**config.mk**
```make
export PLATFORM = sky130hd
export DESIGN_NAME = xy_input_buffer
export DESIGN_NICKNAME = d
export VERILOG_FILES = /design/src/rtl/xy_input_buffer.sv
export SDC_FILE = /design/constraint.sdc
export NUM_CORES = 1
export LEC_CHECK = 0
export ABC_CLOCK_PERIOD_IN_PS = 2000
export CORE_ASPECT_RATIO = 1.5
export CORE_MARGIN = 10
export CORE_UTILIZATION = 47
export DETAILED_ROUTE_END_ITERATION = 10
export GPL_TIMING_DRIVEN = 0
export HOLD_SLACK_MARGIN = 0.12
export PLACE_DENSITY_LB_ADDON = 0.1
export SYNTH_ARGS = -nofsm -noshare
export SYNTH_HDL_FRONTEND = slang
export SYNTH_SLANG_ARGS = --single-unit
export TNS_END_PERCENT = 10
```
**constraint.sdc**
```tcl
create_clock -name clk_i -period 2 [get_ports clk_i]
set_input_delay 0.4 -clock clk_i [delete_from_list [all_inputs] [get_ports clk_i]]
set_output_delay 0.4 -clock clk_i [all_outputs]
set_load 0.03 [all_outputs]
```
**src/rtl/xy_input_buffer.sv**
```systemverilog
// Per-port input FIFO of the mesh switch: buffers single-flit packets and
// presents the head flit plus its destination X/Y to route compute and crossbar.
module xy_input_buffer #(
    parameter int DATA_W          = 8,
    parameter int PACKET_ADDR_X_W = 4,
    parameter int PACKET_ADDR_Y_W = 4,
    parameter int BUFFER_DEPTH_W  = 2,
    localparam int FLIT_W         = PACKET_ADDR_X_W + PACKET_ADDR_Y_W + DATA_W
) (
    input  logic                       clk_i,
    input  logic                       rst_i,
    input  logic                       wr_en_i,
    input  logic [FLIT_W-1:0]          data_i,
    output logic                       full_o,
    output logic                       ovf_o,
    input  logic                       rd_en_i,
    output logic                       valid_o,
    output logic [FLIT_W-1:0]          data_o,
    output logic [PACKET_ADDR_X_W-1:0] x_addr_o,
    output logic [PACKET_ADDR_Y_W-1:0] y_addr_o,
    output logic [BUFFER_DEPTH_W:0]    count_o
);
    localparam int DEPTH = 1 << BUFFER_DEPTH_W;

    typedef struct packed {
        logic [PACKET_ADDR_X_W-1:0] x;
        logic [PACKET_ADDR_Y_W-1:0] y;
        logic [DATA_W-1:0]          payload;
    } flit_t;

    logic [FLIT_W-1:0]       mem [DEPTH];
    logic [BUFFER_DEPTH_W:0] wr_ptr, rd_ptr;
    logic                    empty, full;
    logic                    wr_acc, rd_acc;
    logic                    ovf_q;
    flit_t                   head;

    // Extra MSB on each pointer disambiguates full from empty.
    assign empty = (wr_ptr == rd_ptr);
    assign full  = (wr_ptr[BUFFER_DEPTH_W-1:0] == rd_ptr[BUFFER_DEPTH_W-1:0]) &&
                   (wr_ptr[BUFFER_DEPTH_W] != rd_ptr[BUFFER_DEPTH_W]);

    // A pop while full frees the head slot in the same edge, so the write may land there.
    assign wr_acc = wr_en_i && (!full || rd_en_i);
    assign rd_acc = rd_en_i && !empty;

    always_ff @(posedge clk_i) begin
        if (rst_i) begin
            wr_ptr <= '0;
            rd_ptr <= '0;
            ovf_q  <= 1'b0;
        end else begin
            if (wr_acc) wr_ptr <= wr_ptr + 1'b1;
            if (rd_acc) rd_ptr <= rd_ptr + 1'b1;
            ovf_q <= wr_en_i && full && !rd_en_i;
        end
    end

    always_ff @(posedge clk_i) begin
        if (!rst_i && wr_acc) mem[wr_ptr[BUFFER_DEPTH_W-1:0]] <= data_i;
    end

    assign head     = flit_t'(mem[rd_ptr[BUFFER_DEPTH_W-1:0]]);
    assign data_o   = head;
    assign valid_o  = !empty;
    assign full_o   = full;
    assign ovf_o    = ovf_q;
    assign count_o  = wr_ptr - rd_ptr;
    assign x_addr_o = valid_o ? head.x : '0;
    assign y_addr_o = valid_o ? head.y : '0;

endmodule

```
# == After elaboration in Yosys (flattened, before gate mapping) ==
# Memories as Yosys holds them, arrays and structs flattened. A register that Yosys moved wholly into a read port is not among the register bits.
# Index checks and enable logic that the tools add are counted.
# classes
addsub,3
n_eq_ne,3
n_mux,6
reduce_logical,11
# ops
cell,count
4-bit two-way mux,2
3-bit by 1-bit adder with 3-bit output (second input constant),2
1-bit logical AND,6
1-bit zero test,4
2-bit two-way mux,2
3-bit equality test,1
3-bit subtractor,1
2-bit equality test,1
1-bit two-way mux,2
1-bit logical OR,1
1-bit inequality test,1
# word_totals
register_bits,7
ram_bits,64
out_inout_bits,30
memories,1
# memory_table
memory,depth,width,rd,rd_clocked_by_memory_dff,write_ports,line,text
mem,4,16,1,1,1,31,logic [FLIT_W-1:0] mem [DEPTH];

# == Depth between registers and ports, before layout ==
# logic_depth
depth_word,8
ltp_mapped,5

# == Worst setup path before layout ==
# No wires, ideal clock.
# synth_timing
path_kind,register to output
from,register with a tool-made name
to,output y_addr_o[2]
t_arrival_ps,1638
path_slack_ps,-38
stages_incl_launch_ff,5
path_buffers,2
cell_sequence,dfxtp_1 > buf_2 > buf_4 > mux4_2 > nor2b_1
# synth_rtl
item,line,text
end: declaration,20,"output logic [PACKET_ADDR_Y_W-1:0] y_addr_o,"

==> flow_summary.ini <==
[finish]
final.fill_count = 415
layout-drive-gt1-share = 0.457
seq_area_um2 = 2110
nets = 255
diodes = 0
fin_util = 0.660
area_delta_synth_final_pct = 37.5
multi_input_area_um2 = 926

[worst_setup_path]
path_class = register to primary output
reg2reg_to = mem[1][2]$_DFFE_PP_
critPathLaunchType = register
crit_required_ns = 1.60
cp_max_fo = 5
worst_r2r_path_depth = 3
cp_data_arrival_time_ns = 1.79
endpoint_kind = primary output
worstReg2RegStart = wr_ptr[2]$_SDFFE_PP0P_
cp-endpoint = y_addr_o[2]
ff2ff_setup_slack_ns = 0.12

[placement]
gp_congestion = 0.784
io_buffers = 48
hpwl_mm = 4.05

[cts]
cts_tree = yes
clockBufferDepth = 2
clock_sinks = 73
cts_inserted_buffers = 9
holdBufCountCts = 0
htreeDepth = 3
clk_latency_ns = 0.34
root_buffer = clkbuf_8
cts.clk_slew.worst_paths_ns = 0.08

[yosys]
synth_top_cell_area_share = 0.658
postSynthRegisterBits = 73
synthCells = 153
synth_top_area_cell = edfxtp_1
yosysWarnings = 0
synth_ff_type = edfxtp_1
syn_area_um2 = 2920
synthTopCellsByCount = 64 x edfxtp_1, 16 x mux4_2, 10 x nor2b_1
syn_avg_cell_area_um2 = 19.1
async_flop_share = 0
synth.distinct_cells = 29
synth.yosys.seq_area_share = 0.719
synth_edf_count = 64
synthMostInstantiatedCell = edfxtp_1
syn-num-nets = 181
synth_area_leaders = edfxtp_1 66%, mux4_2 12%, dfxtp_1 6.2%

[drt]
vias_per_cell = 5.32
finalWirelength_mm = 6.25
routedWlPerCell_um = 20.4
ant_nets = 0
vias = 1628
drtIter0Drc = 94
dr.pass1.iters = 4
drc = 0

[sta]
fin_crit_sh = 1.09
slew_headroom = 0.694
drv_slew = 0
setup_slack_ns = -0.188
finalHoldViolations = 0
period_needed_ns = 2.19
setup-violations-final = 25
fin_skew_ns = 0.00475
rsz0062_at_grt = yes
maxClockFrequency_ghz = 0.457
worstMarginPinSlew_ns = 0.447

[floorplan]
io_pins = 50
fp.coreArea_um2 = 6090
die_area_um2 = 9830
die-width_um = 84.4
fp-row-count = 35
chipHeight_um = 117
start_util = 0.480

[flow_run]
cap_viol_max_count = 0

[status]
violations = negative setup slack
status = finished with violations

[power_and_ir_drop]
total_power_uw = 4460
ir_drop_uv = 666
power.density_nw_per_um2 = 1110
leakage_uw = 0.00143

[global_routing]
grt_max_degree = 17
use_met2 = 0.245
grt_pass1_vias = 1833
met3_usage = 0.0398
met1_usage = 0.135
antenna_found_initial = 0
grt_pass1_wl_mm = 9.91
busiest_layer = met2
grt_usage = 0.131
overflow = 0

[hold_path]
hold_path_class = register to register
-- per-layer routing --
layer | vias to the layer above | share of wire
li1 | 756 | -
met5 | - | 0
met3 | 7 | 0.049
met2 | 41 | 0.56
met4 | 0 | 0.014
met1 | 824 | 0.37
-- worst min path at each step --
stage                                   to  slack, ns              startpoint  depth (start not counted)
finish              wr_ptr[1]$_SDFFE_PP0P_       0.53  wr_ptr[1]$_SDFFE_PP0P_                          2
global route        wr_ptr[1]$_SDFFE_PP0P_       0.56  wr_ptr[1]$_SDFFE_PP0P_                          2
CTS                 wr_ptr[2]$_SDFFE_PP0P_       0.53                   rst_i                          3
detailed placement  wr_ptr[1]$_SDFFE_PP0P_       0.53  wr_ptr[1]$_SDFFE_PP0P_                          2
global placement    wr_ptr[1]$_SDFFE_PP0P_       0.50  wr_ptr[1]$_SDFFE_PP0P_                          2
floorplan           wr_ptr[1]$_SDFFE_PP0P_       0.48  wr_ptr[1]$_SDFFE_PP0P_                          2
-- worst max-delay path: stages (launching register included) --
cell,delay (ns)
dfxtp_2,0.33
buf_6,0.13
buf_12,0.11
buf_16,0.10
mux4_2,0.50
nor2b_4,0.14
buf_6,0.13
-- flip-flops by register name, summed over array words and instances (netlist names), named ones only --
name,count
rd_ptr,3
wr_ptr,3
ovf_o,1
mem,64
-- placed cells by master (no fill, tap or decap), types with 2 or more instances in the layout --
cell	netlist	routed
buf_6	0	16
inv_1	9	7
dfxtp_1	9	3
ha_1	7	5
nor2b_4	0	5
and3_4	0	4
clkdlybuf4s50_1	0	19
buf_2	2	5
dfxtp_2	0	4
clkinvlp_4	0	3
nor2b_1	10	5
edfxtp_1	64	64
nor2_4	0	2
dfxtp_4	0	2
buf_4	1	15
nor2_1	6	5
buf_12	0	3
clkdlybuf4s15_2	0	6
clkbuf_1	2	2
clkbuf_8	0	9
mux4_2	16	16
ha_4	0	2
nand2_1	3	2
mux2_2	3	3
-- cells by family after synthesis --
group	count (synthesis)	synth area share
multiplexers	21	0.143
AND/OR/NAND/NOR	26	0.0488
adder cells (fa/ha/maj)	8	0.0368
buffers and inverters	14	0.0201
AO/OA/AOI/OAI	8	0.0223
flip-flops	73	0.719
XOR/XNOR	3	0.00900
-- power breakdown --
part	switching (uW)	internal, uW
sequential	40.6	1720
combinational	868	831
clock	547	452
total	1460	3010
-- repair_timing --
item / 4_1_cts / 5_1_grt
endpoints found under the setup margin: 94 / 92
setup buffers: 10 / 5
resized for setup: 178 / 32
cloned: 2 / 0
pin swaps: 3 / 2
-- stage by stage --
stage | hold WS [ns] | setup TNS [ns] | setup WS [ns] | instances | cell area (um^2)
5_1_grt | 0.562 | -4.42 | -0.261 | 306 | 4020
3_5_place_dp | 0.535 | -41.54 | -0.935 | 275 | 3500
6_report | 0.531 | -2.67 | -0.188 | 306 | 4020
2_1_floorplan | 0.484 | 0 | 0.000928 | 153 | 2930
4_1_cts | 0.525 | -3.52 | -0.209 | 302 | 3930
3_3_place_gp | 0.504 | -40.73 | -0.900 | 275 | 3500
-- final cells by class --
class	instances	area share
flip-flops and latches	73	0.526
multi-input cells	67	0.231
repair buffers	64	0.163
clock buffers	10	0.0318
well taps	74	0.0231
clock inverters	6	0.0109
inverters	9	0.00903
plain buffers	3	0.00561
No activity file was read; power rests on OpenSTA's default activity.
